[src/rtl/genshin_pkg.sv]
// Shared GenshinKitchen feedback encodings: header codes, payload bit positions
// and link-state values used by the feedback receive path.
package genshin_pkg;

    localparam logic [1:0] HDR_MALFORMED = 2'b00;
    localparam logic [1:0] HDR_FEEDBACK  = 2'b01;
    localparam logic [1:0] HDR_OTHER0    = 2'b10;
    localparam logic [1:0] HDR_OTHER1    = 2'b11;

    localparam int unsigned FB_FRONT = 2;
    localparam int unsigned FB_HAND  = 3;
    localparam int unsigned FB_PROC  = 4;
    localparam int unsigned FB_MACH  = 5;

    typedef enum logic [1:0] {
        LINK_WAIT  = 2'b00,
        LINK_LIVE  = 2'b01,
        LINK_STALE = 2'b10
    } link_e;

    typedef struct packed {
        logic machine;
        logic processing;
        logic hand;
        logic front;
    } fb_flags_t;

    typedef enum logic [1:0] {
        BYTE_FEEDBACK,
        BYTE_OTHER,
        BYTE_MALFORMED
    } byte_class_e;

    // Pull the four status flags out of a feedback byte.
    function automatic fb_flags_t fb_decode(input logic [7:0] b);
        fb_flags_t f;
        f.front      = b[FB_FRONT];
        f.hand       = b[FB_HAND];
        f.processing = b[FB_PROC];
        f.machine    = b[FB_MACH];
        return f;
    endfunction

    // Feedback frames need the two top bits clear; other traffic is not an error.
    function automatic byte_class_e classify(input logic [7:0] b);
        byte_class_e c;
        c = BYTE_MALFORMED;
        case (b[1:0])
            HDR_FEEDBACK:  c = (b[7:6] == 2'b00) ? BYTE_FEEDBACK : BYTE_MALFORMED;
            HDR_OTHER0,
            HDR_OTHER1:    c = BYTE_OTHER;
            HDR_MALFORMED: c = BYTE_MALFORMED;
            default:       c = BYTE_MALFORMED;
        endcase
        return c;
    endfunction

endpackage

[src/rtl/link_watchdog.sv]
// Link liveness FSM: waits for the first feedback frame, then declares the link
// stale after TIMEOUT_MS millisecond ticks without one.
module link_watchdog
    import genshin_pkg::*;
#(
    parameter int unsigned TIMEOUT_MS = 500
) (
    input  logic       clock,
    input  logic       reset,
    input  logic       frame_ok,
    input  logic       ms_tick,
    input  logic       hold,
    output logic [1:0] link_state
);

    localparam int unsigned TO_W = 16;
    localparam logic [TO_W-1:0] TO_LIMIT = TO_W'(TIMEOUT_MS);
    localparam logic [TO_W-1:0] TO_LAST  = TO_W'(TIMEOUT_MS - 1);

    link_e           state;
    logic [TO_W-1:0] to_cnt;
    logic            live_frame;
    logic            live_tick;

    // A frame beats a coincident tick; nothing counts while a script is loading.
    always_comb begin
        live_frame = frame_ok & ~hold;
        live_tick  = ms_tick & ~hold & ~frame_ok;
    end

    always_ff @(posedge clock) begin
        if (reset) begin
            state  <= LINK_WAIT;
            to_cnt <= '0;
        end else begin
            case (state)
                LINK_WAIT: begin
                    if (live_frame) begin
                        state  <= LINK_LIVE;
                        to_cnt <= '0;
                    end
                end
                LINK_LIVE: begin
                    if (live_frame) begin
                        to_cnt <= '0;
                    end else if (live_tick) begin
                        if (to_cnt >= TO_LAST) begin
                            to_cnt <= TO_LIMIT;
                            state  <= LINK_STALE;
                        end else begin
                            to_cnt <= to_cnt + TO_W'(1);
                        end
                    end
                end
                LINK_STALE: begin
                    if (live_frame) begin
                        state  <= LINK_LIVE;
                        to_cnt <= '0;
                    end
                end
                default: begin
                    state  <= LINK_WAIT;
                    to_cnt <= '0;
                end
            endcase
        end
    end

    assign link_state = state;

endmodule

[src/rtl/feedback_rx_decoder.sv]
// Decodes GenshinKitchen feedback bytes from the UART receiver into confirmed
// player/machine status flags, with link liveness and error/frame counters.
module feedback_rx_decoder
    import genshin_pkg::*;
#(
    parameter int unsigned CONFIRM    = 2,
    parameter int unsigned TIMEOUT_MS = 500,
    parameter int unsigned ERR_W      = 8
) (
    input  logic             clock,
    input  logic             reset,
    input  logic             data_valid,
    input  logic [7:0]       data_receive,
    input  logic             script_mode,
    input  logic             ms_tick,
    output logic             sig_front,
    output logic             sig_hand,
    output logic             sig_processing,
    output logic             sig_machine,
    output logic             sig_update,
    output logic [1:0]       link_state,
    output logic [ERR_W-1:0] err_count,
    output logic [15:0]      frame_count
);

    localparam int unsigned CNT_W = 3;
    localparam int unsigned FC_W  = 16;
    localparam logic [CNT_W-1:0] CONFIRM_N = CNT_W'(CONFIRM);

    logic             valid_d;
    logic             strobe;
    byte_class_e      cls;
    logic             frame_ok;
    logic             malformed;
    fb_flags_t        payload;
    fb_flags_t        cand;
    fb_flags_t        flags;
    logic [CNT_W-1:0] cnt;
    logic [CNT_W-1:0] cnt_nxt;
    logic             confirmed;

    // Rising edge of valid is the byte strobe; script loading swallows it.
    always_comb begin
        strobe    = data_valid & ~valid_d & ~script_mode;
        cls       = classify(data_receive);
        payload   = fb_decode(data_receive);
        frame_ok  = strobe && (cls == BYTE_FEEDBACK);
        malformed = strobe && (cls == BYTE_MALFORMED);
    end

    // Confirm filter: flags move only after CONFIRM identical frames in a row.
    always_comb begin
        cnt_nxt = CNT_W'(1);
        if (payload == cand) begin
            cnt_nxt = (cnt >= CONFIRM_N) ? CONFIRM_N : cnt + CNT_W'(1);
        end
        confirmed = frame_ok && (cnt_nxt == CONFIRM_N) && (payload != flags);
    end

    always_ff @(posedge clock) begin
        if (reset) begin
            valid_d     <= 1'b0;
            cand        <= '0;
            cnt         <= '0;
            flags       <= '0;
            sig_update  <= 1'b0;
            err_count   <= '0;
            frame_count <= '0;
        end else begin
            valid_d    <= data_valid;
            sig_update <= 1'b0;
            if (frame_ok) begin
                cand        <= payload;
                cnt         <= cnt_nxt;
                frame_count <= frame_count + FC_W'(1);
            end
            if (confirmed) begin
                flags      <= payload;
                sig_update <= 1'b1;
            end
            if (malformed && (err_count != '1)) begin
                err_count <= err_count + ERR_W'(1);
            end
        end
    end

    assign sig_front      = flags.front;
    assign sig_hand       = flags.hand;
    assign sig_processing = flags.processing;
    assign sig_machine    = flags.machine;

    link_watchdog #(
        .TIMEOUT_MS(TIMEOUT_MS)
    ) u_link_watchdog (
        .clock     (clock),
        .reset     (reset),
        .frame_ok  (frame_ok),
        .ms_tick   (ms_tick),
        .hold      (script_mode),
        .link_state(link_state)
    );

endmodule
[config.mk]
export PLATFORM = sky130hd
export DESIGN_NAME = feedback_rx_decoder
export DESIGN_NICKNAME = d
export VERILOG_FILES = /design/src/rtl/genshin_pkg.sv /design/src/rtl/link_watchdog.sv /design/src/rtl/feedback_rx_decoder.sv
export SDC_FILE = /design/constraint.sdc
export NUM_CORES = 1
export LEC_CHECK = 0
export ABC_AREA = 1
export CORE_ASPECT_RATIO = 0.6
export CORE_UTILIZATION = 49
export CTS_CLUSTER_SIZE = 30
export DETAILED_ROUTE_END_ITERATION = 8
export GPL_TIMING_DRIVEN = 0
export PLACE_DENSITY = 0.76
export SYNTH_ARGS = -nofsm -noshare
export SYNTH_HDL_FRONTEND = slang
export SYNTH_HIERARCHICAL = 1
export SYNTH_SLANG_ARGS = --single-unit
[constraint.sdc]
create_clock -name clock -period 1.95 [get_ports clock]
set_clock_uncertainty 0.05 [all_clocks]
set_input_delay 0.2925 -clock clock [delete_from_list [all_inputs] [get_ports clock]]
set_output_delay 0.2925 -clock clock [all_outputs]
set_load 0.005 [all_outputs]
* Yosys cells after proc, flatten, opt, wreduce, memory -nomap -nowiden
Cells that the tools add are included.
** Storage, ports and cells
- Register bits after elaboration :: 55
- Word-level logic and storage cells :: 72
** Operators by class
- Add/sub/neg operators :: 4
- Order comparisons :: 2
- Equal/unequal tests :: 15
- Mux-type cells :: 15
- Bitwise logic cells :: 8
- Reductions and logical operators :: 13
** Operators with widths (count)
- $mux W16 :: 4
- $add A16 B1 Y16 const B :: 2
- $pmux W16 S2 :: 1
- $ge A16 B9 Y1 const B :: 1
- $mux W2 :: 5
- $add A8 B1 Y8 const B :: 1
- $eq A2 B2 Y1 const B :: 4
- $logic_not A2 Y1 :: 4
- $ne A8 B8 Y1 const B :: 1
- $mux W3 :: 2
- $ne A2 B1 Y1 const B :: 3
- $pmux W2 S3 :: 1
- $and A1 B1 Y1 :: 5
- $logic_and A1 B1 Y1 :: 5
- $eq A2 B1 Y1 const B :: 2
- $eq A4 B4 Y1 :: 1
- $ne A4 B4 Y1 :: 1
- $pmux W2 S2 :: 1
- $reduce_and A4 Y1 :: 1
- $reduce_or A2 Y1 :: 2
- $add A3 B1 Y3 const B :: 1
- $eq A3 B2 Y1 const B :: 1
- $ge A3 B2 Y1 const B :: 1
- $ne A3 B1 Y1 const B :: 1
- other kinds (4) :: 6

* Logic depth before layout (Yosys ltp)
Gate-level depths: netlist (run 1).
- Depth after elaboration :: 10
- Gate-level depth with buffers :: 17

* Hierarchy
Netlist (run 1), hierarchy kept.
** Modules (own cells, without submodules)
- feedback_rx_decoder :: instances 1, cells an instance 307, area each 1990.7 um2, sequential area each 740.7 um2
- link_watchdog :: instances 1, cells an instance 139, area each 960.9 um2, sequential area each 360.3 um2

* Least setup slack after synthesis (run 1)
No wires, ideal clock.
- Path type :: input to register
- Start point :: in data_receive[1]
- End point :: reg u_link_watchdog.to_cnt[5]
- Setup time :: 136 ps
- Arrival time :: 1647 ps
- Required time :: 1764 ps
- Setup slack :: 117 ps
- Stages :: 16
- Buffers on the path :: 2
- Cell sequence :: inv_1 > nand2_1 > nor2_1 > nand2_1 > inv_2 > buf_2 > inv_1 > nor2_2 > inv_2 > nand2_1 > nand2_2 > nand2_4 > inv_2 > buf_6 > nand2_2 > a21oi_2
** Between the ends
- Word-level cells in the longest chain between the ends :: 9
- Elaborated cells on any way between the ends :: 16
- Those cells by class :: eq/ne (5); mux (3); bitwise (3); reduce/logical (5)
** Ends and longest elaborated chain
- start, declared :: line feedback_rx_decoder.sv:13 : input logic [7:0] data_receive,
- $eq A2 B2 Y1 :: line genshin_pkg.sv:48 : case (b[1:0])
- $reduce_or A2 Y1 :: line genshin_pkg.sv:48
- $pmux W2 S3 * :: line genshin_pkg.sv:48
- $logic_not A2 Y1 * :: line feedback_rx_decoder.sv:47 : frame_ok = strobe && (cls == BYTE_FEEDBACK);
- $logic_and A1 B1 Y1 * :: line feedback_rx_decoder.sv:47
- net frame_ok :: line feedback_rx_decoder.sv:33 : logic frame_ok;
- $not A1 Y1 :: line link_watchdog.sv:28 : live_tick = ms_tick & ~hold & ~frame_ok;
- $and A1 B1 Y1 :: line link_watchdog.sv:28
- $ne A3 B1 Y1 (no source line)
- $reduce_and A2 Y1 (no source line)
- end signal, assigned :: line link_watchdog.sv:51 : to_cnt <= to_cnt + TO_W'(1);
- end, declared :: line link_watchdog.sv:21 : logic [TO_W-1:0] to_cnt;
Mark *: on every way through the listed nets, which the timed path passes. The rest lies on a longest branch.
A chain may end at the register's enable or synchronous reset.

* Worst setup path in the final report (run 1)
- Start point :: in data_valid
- End point :: reg u_link_watchdog.to_cnt[0]
** Between the ends
- Word-level cells in the longest chain between the ends :: 7
- Elaborated cells on any way between the ends :: 11
- Those cells by class :: eq/ne (2); mux (2); bitwise (5); reduce/logical (2)
** Ends and longest elaborated chain
- start, declared :: line feedback_rx_decoder.sv:12 : input logic data_valid,
- $and A1 B1 Y1 * (2 in a row) :: line feedback_rx_decoder.sv:44 : strobe = data_valid & ~valid_d & ~script_mode;
- $logic_and A1 B1 Y1 * :: line feedback_rx_decoder.sv:47
- $not A1 Y1 :: line link_watchdog.sv:28
- $and A1 B1 Y1 :: line link_watchdog.sv:28
- $ne A3 B1 Y1 (no source line)
- $reduce_and A2 Y1 (no source line)
Mark *: on every way between the ends. The rest lies on a longest branch, timed or not.

==> metrics.md, run 1 <==
| Metric | Value |
|---|---|
| Critical path's slowest cell | `clkdlybuf4s50_1` |
| Cell count after synthesis | `446` |
| Post-synthesis sequential area ratio | `0.3730` |
| Post-synthesis average cell area | `~6.6 sq um` |
| Layout cells sized above 1 | `0.1280` |
| Worst slew pin tran | `about 0.6 ns` |
| CP Data Required Time | `2.16 ns` |
| Largest family of logic cells by synthesized area | `simple AND/OR/NAND/NOR gates` |
| RSZ-0062 raised after global routing | `false` |
| Vias per cell | `roughly 5.0` |
| Final min period | `1.747 ns` |
| Starting Density | `0.5201` |
| Core box area | `roughly 5700 sq um` |
| Hold crit path type | `input pin to flip-flop` |
| Max Buffers Root-to-Sink | `2` |
| Post-Synth Simple-Gate Area | `0.3769` |
| Seq cells post-synth | `55` |
| Root buffer cell | `clkbuf_8` |
| Placer congestion estimate | `0.9196` |
| Worst-path cell chain | `clkdlybuf4s50_1 > nand2_1 > nor2_4 > nand2_2 > inv_4 > inv_1 > nor2_2 > inv_2 > nand2_2 > nand2_2 > nand2_4 > xor2_1 > inv_1 > nor2_2` |
| Mux contribution to synthesized area | `0` |
| Rows | `21` |
| Number of antenna violations at the first check in global routing | `0` |
| Post-synth cell types | `30` |
| DRC Markers | `0` |
| Die height | `~62 um` |
| Worst setup EP type | `flip-flop` |
| Worst Reg-to-Reg Cells | `8` |
| Reg2Reg Launch Point | `err_count[0]` |
| CTS tree | `done` |
| First-pass GRT wire length | `approximately 12000 um` |
| Die area | `between 6000 and 7000 sq um` |
| Mapped Area | `about 3000 sq um` |
| I/O pins | `44` |
| Compound-cell area share of the yosys netlist | `0.09114` |
| Port Buffers | `42` |
| Commonest non-fill, non-tap cell in the layout | `nand2_1` |
| Pwr dens | `roughly 540 nW/um^2` |
| Hold Slack | `0.1984 ns` |
| Flop2flop setup slack | `about 0.24 ns` |
| GRT Overall Usage | `0.2336` |
| Reg power frac | `0.583` |
| Power share of the combinational group | `0.063` |
| CP Class | `input pin to flip-flop` |
| Worst vdd ir | `428.3 uV` |
| CTS Sinks | `between 50 and 60` |
| YS warnings | `6` |
| Detail Route Antenna Nets | `0` |
| Most used cell, CP | `nand2_2` |
| CP peak stage delay | `0.48 ns` |
| DP HPWL | `5296 um` |
| Wire length per cell | `about 12 um` |
| Die X | `102.2 um` |
| N_diodes | `0` |
| Drt pass-1 iters | `5` |
| Fin crit share | `0.8961` |
| Total grt overflow | `0` |
| Worst Path Arrival | `between 1.5 and 2 ns` |
| Status | `finished clean` |
| Dpl cell area | `approximately 3500 sq um` |
| TNS Setup | `0 ns` |
| Most frequent cells in the layout | `123 x nand2_1, 55 x dfxtp_1, 54 x inv_1, 54 x nor2_1, 41 x clkdlybuf4s50_1` |
| Area delta synth->final | `22.64%` |
| Post-route cell area | `around 3600 sq um` |
| CP max FO | `5` |
| Final wirelength | `a little under 7000 um` |
| Worst-Skew Late Latency | `between 0.3 and 0.4 ns` |
| Relative slew slack | `0.5890` |
| Slew Limit Fails | `0` |
| DR vias | `around 2900` |
| Leakage dissipation | `around 0.0014 uW` |
| P_sw | `495.5 uW` |
| Worst setup path end | `u_link_watchdog/to_cnt[0]` |
| Adder-cell share of the synthesized area | `0.02120` |
| Peak Freq | `around 0.57 GHz` |
| Switching fraction of total power | `0.2551` |
| Final Hold Fails | `0` |
| Core Util, Final | `0.6378` |
| Inserted Clock Buffers | `5` |
| RR Endpoint | `err_count[0]` |
| Vias in the first global route | `roughly 2600` |
| P_int | `between 1000 and 1500 uW` |
| # fillers | `around 520` |
| Nets@finish | `~520` |
| Max-cap viol count | `0` |
| H-tree levels | `2` |
| Syn nets | `between 400 and 500` |
| Endpoints failing setup | `0` |
| Fraction of synthesized cell area in xor and xnor cells | `0.03264` |
| CP startpoint | `data_valid` |
| Crit path launch type | `input pin` |
| CTS clk-pin slew, worst paths | `about 0.11 ns` |
| Iter 0 DRT Violations | `~190` |
| Clock share of power | `0.353` |
| Largest net degree at the start of global routing | `20` |
==> flip-flops by register name (all words and copies together), names as in the netlist <==
signal,flops
u_link_watchdog/link_state,2
cnt,3
valid_d,1
sig_hand,1
err_count,8
sig_front,1
sig_processing,1
sig_update,1
frame_count,16
cand,4
u_link_watchdog/to_cnt,16
sig_machine,1
==> cell type report <==
type / instances / area, sq um / area share
Buffer: 9 / 46.29 / 0.01279
Clock buffer: 5 / 68.82 / 0.01901
Clock inverter: 3 / 27.53 / 0.007605
Inverter: 66 / 252.7 / 0.06982
Multi-Input combinational cell: 314 / 1555 / 0.4297
Sequential cell: 55 / 1101 / 0.3042
Tap cell: 80 / 100.1 / 0.02765
Timing Repair Buffer: 48 / 467.9 / 0.1293
==> stage by stage <==
stage          setup slack [ns]  cells  power (uW)
6_report                 0.2026    580        1942
5_1_grt                 0.01429    580        2009
4_1_cts                 0.02969    576        1941
3_5_place_dp            -0.8027    568        1274
3_3_place_gp            -0.7640    568        1271
2_1_floorplan            0.1167    446        1222
==> how the worst min path moves through the flow <==
stage | depth (start not counted) | startpoint | to
3_3_place_gp | 2 | u_link_watchdog/to_cnt[15] | u_link_watchdog/to_cnt[15]
5_1_grt | 2 | reset | u_link_watchdog/to_cnt[8]
2_1_floorplan | 2 | data_valid | valid_d
4_1_cts | 2 | reset | u_link_watchdog/to_cnt[8]
6_report | 2 | reset | u_link_watchdog/to_cnt[8]
3_5_place_dp | 2 | u_link_watchdog/to_cnt[15] | u_link_watchdog/to_cnt[15]
==> routing by layer <==
layer,track usage,vias up,wire length [um]
li1,-,1490,-
met1,0.3364,1286,3507
met2,0.3498,100,2772
met3,0.05631,12,525
met4,0.05357,0,112
met5,0,-,0
==> synthesized netlist by cell type <==
cell / instances / area share
a21oi_2: 6 / 0.018
nand3_2: 1 / 0.0034
dfxtp_1: 55 / 0.37
buf_6: 2 / 0.0076
o21ai_1: 8 / 0.014
nand3_4: 1 / 0.0059
nor2_4: 4 / 0.015
nand2_4: 1 / 0.0038
nand3_1: 22 / 0.037
nor2_2: 5 / 0.011
a21oi_1: 24 / 0.041
o21ai_0: 10 / 0.017
buf_2: 4 / 0.0068
xnor2_1: 3 / 0.0089
clkbuf_1: 3 / 0.0038
nand2_1: 125 / 0.16
nor2_1: 56 / 0.071
nand2_2: 10 / 0.021
buf_1: 1 / 0.0013
nor3b_1: 1 / 0.0025
nor3_2: 1 / 0.0034
ha_1: 5 / 0.021
nand3b_1: 2 / 0.0051
nor3_1: 10 / 0.017
clkbuf_2: 1 / 0.0017
nand4_1: 10 / 0.021
inv_2: 11 / 0.014
xor2_1: 8 / 0.024
inv_1: 55 / 0.070
a31oi_1: 1 / 0.0021
==> power groups by stage <==
stage	Clock, uW	Combinational (uW)	Sequential, uW
global route	737	137	1130
floorplan	0	64.1	1160
finish	686	123	1130
CTS	690	118	1130
detailed placement	0	116	1160
global placement	0	113	1160
==> cells by family after synthesis <==
kind of cell               Yosys count
and+or+nand+nor                    249
buffers and inverters               77
DFF                                 55
AOI/OAI and AO/OA                   49
xor gates and xnor gates            11
adders and majority gates            5
==> what timing repair did <==
| action | in CTS | in global routing |
|---|---|---|
| setup endpoints to repair | 18 | 14 |
| hold endpoints to repair | 0 | 0 |
| resized for setup | 3 | 7 |
| buffers inserted | 1 | 5 |
| hold buffers | 0 | 0 |
| pin swaps | 0 | 4 |
==> critical path: cells and delay by family <==
kind	cells	cell delay [ns]
XOR/XNOR	1	0.15
buffers and inverters	5	0.73
AND/OR/NAND/NOR	8	0.77
(Power assumes the default switching activity.)
==> run 2, diff against run 1 <==
Settings changed: ABC_AREA 1 to default, CORE_UTILIZATION 49 to 48.
==> metrics.md, run 2 <==
| Metric | Value |
|---|---|
| Worst setup EP type | `flip-flop (unchanged)` |
| Max Buffers Root-to-Sink | `2 (unchanged)` |
| Mapped Area | `2715 sq um (was 2952 sq um)` |
| Max-cap viol count | `0 (unchanged)` |
| Final worst setup slack | `-0.08252 ns (was 0.2026 ns)` |
| CP Class | `flip-flop to flip-flop (was input pin to flip-flop)` |
| N_diodes | `0 (unchanged)` |
| Synth async-reset ratio | `0 (unchanged)` |
| Relative slew slack | `0.5853 (was 0.5890)` |
| Iter 0 DRT Violations | `269 (was 191)` |
| Slew Limit Fails | `0 (unchanged)` |
| Most frequent cells in the layout | `54 x dfxtp_1, 38 x clkdlybuf4s50_1, 27 x a21oi_1 (was 123 x nand2_1, 55 x dfxtp_1, 54 x inv_1, 54 x nor2_1, 41 x clkdlybuf4s50_1)` |
| Top-count cell post-synth | `dfxtp_1 (was nand2_1)` |
| Final min period | `2.033 ns (was 1.747 ns)` |
| Number of antenna violations at the first check in global routing | `0 (unchanged)` |
| Final Hold Fails | `0 (unchanged)` |
| Leakage dissipation | `0.001297 uW (was 0.001430 uW)` |
| DP HPWL | `5110 um (was 5296 um)` |
| Pre-CTS setup slack | `-0.9073 ns (was -0.8027 ns)` |
| Area contributors post-synth | `dfxtp_1 41%, a21oi_1 5.3%, nand2_1 3.7% (was dfxtp_1 37%, nand2_1 16%, nor2_1 7.1%)` |
| Crit path launch type | `flip-flop (was input pin)` |
| Syn nets | `333 (was 464)` |
| Drt pass-1 iters | `6 (was 5)` |
| Worst vdd ir | `347.3 uV (was 428.3 uV)` |
| Final wirelength | `7958 um (was 6918 um)` |
| Detail Route Antenna Nets | `0 (unchanged)` |
| P_int | `1505 uW (was 1447 uW)` |
| Hold crit path type | `input pin to flip-flop (unchanged)` |
| Die height | `60.26 um (was 62.12 um)` |
| Area delta synth->final | `35.44% (was 22.64%)` |
| Delay-heaviest family, CP | `simple AND/OR/NAND/NOR gates (unchanged)` |
| CP max FO | `5 (unchanged)` |
| Inserted Clock Buffers | `5 (unchanged)` |
| Worst-Skew Late Latency | `0.31 ns (was 0.33 ns)` |
| Endpoints failing setup | `6 (was 0)` |
| Commonest non-fill, non-tap cell in the layout | `dfxtp_1 (was nand2_1)` |
| GRT Overall Usage | `0.2581 (was 0.2336)` |
| H-tree levels | `2 (unchanged)` |
| Top-area cell type share of the netlist area | `0.4055 (was 0.3730)` |
| RSZ-0062 raised after global routing | `true (was false)` |
| Fin crit share | `1.042 (was 0.8961)` |
| CP Data Required Time | `2.15 ns (was 2.16 ns)` |
| CTS tree | `done (unchanged)` |
| Total grt overflow | `0 (unchanged)` |
| Reg power frac | `0.578 (was 0.583)` |
| Worst Path Arrival | `2.23 ns (was 1.96 ns)` |
| Post-synth EDFFs | `0 (unchanged)` |
| Cell count after synthesis | `315 (was 446)` |
| Post-synthesis sequential area ratio | `0.4055 (was 0.3730)` |
| Rows | `20 (was 21)` |
| P_sw | `450.7 uW (was 495.5 uW)` |
| Seq cells post-synth | `55 (unchanged)` |
| Worst-path cell chain | `nor4b_4 > buf_4 > nand4_1 > buf_6 > or4_4 > a21oi_2 (was clkdlybuf4s50_1 > nand2_1 > nor2_4 > nand2_2 > inv_4 > inv_1 > nor2_2 > inv_2 > nand2_2 > nand2_2 > nand2_4 > xor2_1 > inv_1 > nor2_2)` |
| Port Buffers | `43 (was 42)` |
| Vias per cell | `6.063 (was 4.979)` |
| Largest net degree at the start of global routing | `17 (was 20)` |
| Post-CTS Hold Fix Bufs | `0 (unchanged)` |
| Starting Density | `0.5167 (was 0.5201)` |
| Critical path's slowest cell | `or4_4 (was clkdlybuf4s50_1)` |
| Placer congestion estimate | `0.9044 (was 0.9196)` |
| Post-synth cell types | `56 (was 30)` |
| Most used DFF post-synth | `dfxtp_1 (unchanged)` |
| Post-route cell area | `3677 sq um (was 3620 sq um)` |
| Layout cells sized above 1 | `0.1765 (was 0.1280)` |
| Leading area contributor after synthesis | `dfxtp_1 (unchanged)` |
| CTS clk-pin slew, worst paths | `0.10 ns (was 0.11 ns)` |
| TNS Setup | `-0.1827 ns (was 0 ns)` |
| Wire length per cell | `17.41 um (was 11.93 um)` |
| Die area | `5971 sq um (was 6348 sq um)` |
| CTS Sinks | `55 (unchanged)` |
| Core Util, Final | `0.6998 (was 0.6378)` |
| Clock share of power | `0.359 (was 0.353)` |
| Biggest regs | `frame_count (16), u_link_watchdog/to_cnt (16), err_count (8) (unchanged)` |
| CP bufs+invs | `2 (was 5)` |
| Failing checks | `setup timing` |
| Power share of the combinational group | `0.063 (about the same)` |
| Status | `complete, but fails checks (was finished clean)` |
| First-pass GRT wire length | `11840 um (was 11670 um)` |
| Peak Freq | `0.4920 GHz (was 0.5723 GHz)` |
| Dpl cell area | `3244 sq um (was 3472 sq um)` |
| DRC Markers | `0 (unchanged)` |
| Switching fraction of total power | `0.2304 (was 0.2551)` |
| Vias in the first global route | `2401 (was 2604)` |
| YS warnings | `6 (unchanged)` |
| Power, Total | `1956 uW (was 1942 uW)` |
| Nets@finish | `408 (was 517)` |
| Worst slew pin tran | `0.6164 ns (was 0.6166 ns)` |
| Core box area | `5255 sq um (was 5675 sq um)` |
| DR vias | `2771 (was 2888)` |
| Post-synthesis average cell area | `8.619 sq um (was 6.618 sq um)` |
| CP peak stage delay | `0.48 ns (about the same)` |
| Most frequent cells after synthesis | `55 x dfxtp_1, 29 x a21oi_1, 27 x nand2_1, 22 x nor2_1, 18 x o21ai_0 (was 125 x nand2_1, 56 x nor2_1, 55 x dfxtp_1, 55 x inv_1, 24 x a21oi_1)` |
| I/O pins | `44 (unchanged)` |
| Root buffer cell | `clkbuf_8 (unchanged)` |
| Pwr dens | `531.9 nW/um^2 (was 536.6 nW/um^2)` |
| Die X | `99.10 um (was 102.2 um)` |
==> run 2: power groups by stage <==
| stage | clock network, uW | registers, uW | logic [uW] |
|---|---|---|---|
| 6_report | 702 | 1130 | 123 |
| 3_5_place_dp | 0 | 1160 | 103 |
| 2_1_floorplan | 0 | 1160 | 48.2 |
| 3_3_place_gp | 0 | 1160 | 101 |
| 4_1_cts | 716 | 1130 | 111 |
| 5_1_grt | 766 | 1130 | 130 |
==> run 2: per-layer routing <==
metal | vias to the layer above | global-route usage | wire [um]
li1 | 1302 | - | -
met1 | 1346 | 0.3684 | 3824
met2 | 108 | 0.3876 | 3523
met3 | 15 | 0.06316 | 488
met4 | 0 | 0.07353 | 121
met5 | - | 0 | 0
==> run 2: layout make-up <==
cell class	instances	area (sq um)
clock inverter	1	7.507
fill	410	1578
buffer	10	52.55
clock buffer	7	96.34
sequential	55	1102
multi-input combinational	239	1668
inverter	9	36.28
tap	66	82.58
timing repair buffer	70	631.9
==> run 2: stage by stage <==
stage                     hold slack [ns]  instances
after floorplan                    0.3707        315
after global placement             0.3997        424
after detailed placement           0.4006        424
after CTS                          0.3240        444
after global routing               0.3415        457
final                              0.3509        457
==> run 2: cells by family (layout without fill, tap and decap cells) <==
kind of cell | after synthesis | count (layout) | share of synthesized area
buf+inv | 21 | 97 | 0.03180
compound gates | 73 | 73 | 0.1659
fa+ha+maj | 5 | 5 | 0.02304
mux | 9 | 9 | 0.03364
flops | 55 | 55 | 0.4055
xor+xnor | 17 | 17 | 0.05484
simple gates | 135 | 135 | 0.2853
==> run 2: worst paths after layout <==
path                   start              end  slack, ns  cells past startpoint
setup / recovery     valid_d  frame_count[13]      -0.08                      6
hold / removal    data_valid          valid_d       0.35                      2
setup reg to reg     valid_d  frame_count[13]      -0.08                      6
hold reg to reg      cand[3]          cand[3]       0.43                      2
==> run 2: what timing repair did <==
item	in CTS	in global routing
endpoints found under the setup margin	37	29
gates cloned	0	1
pin swaps	7	16
setup buffers	12	14
resized for setup	14	23
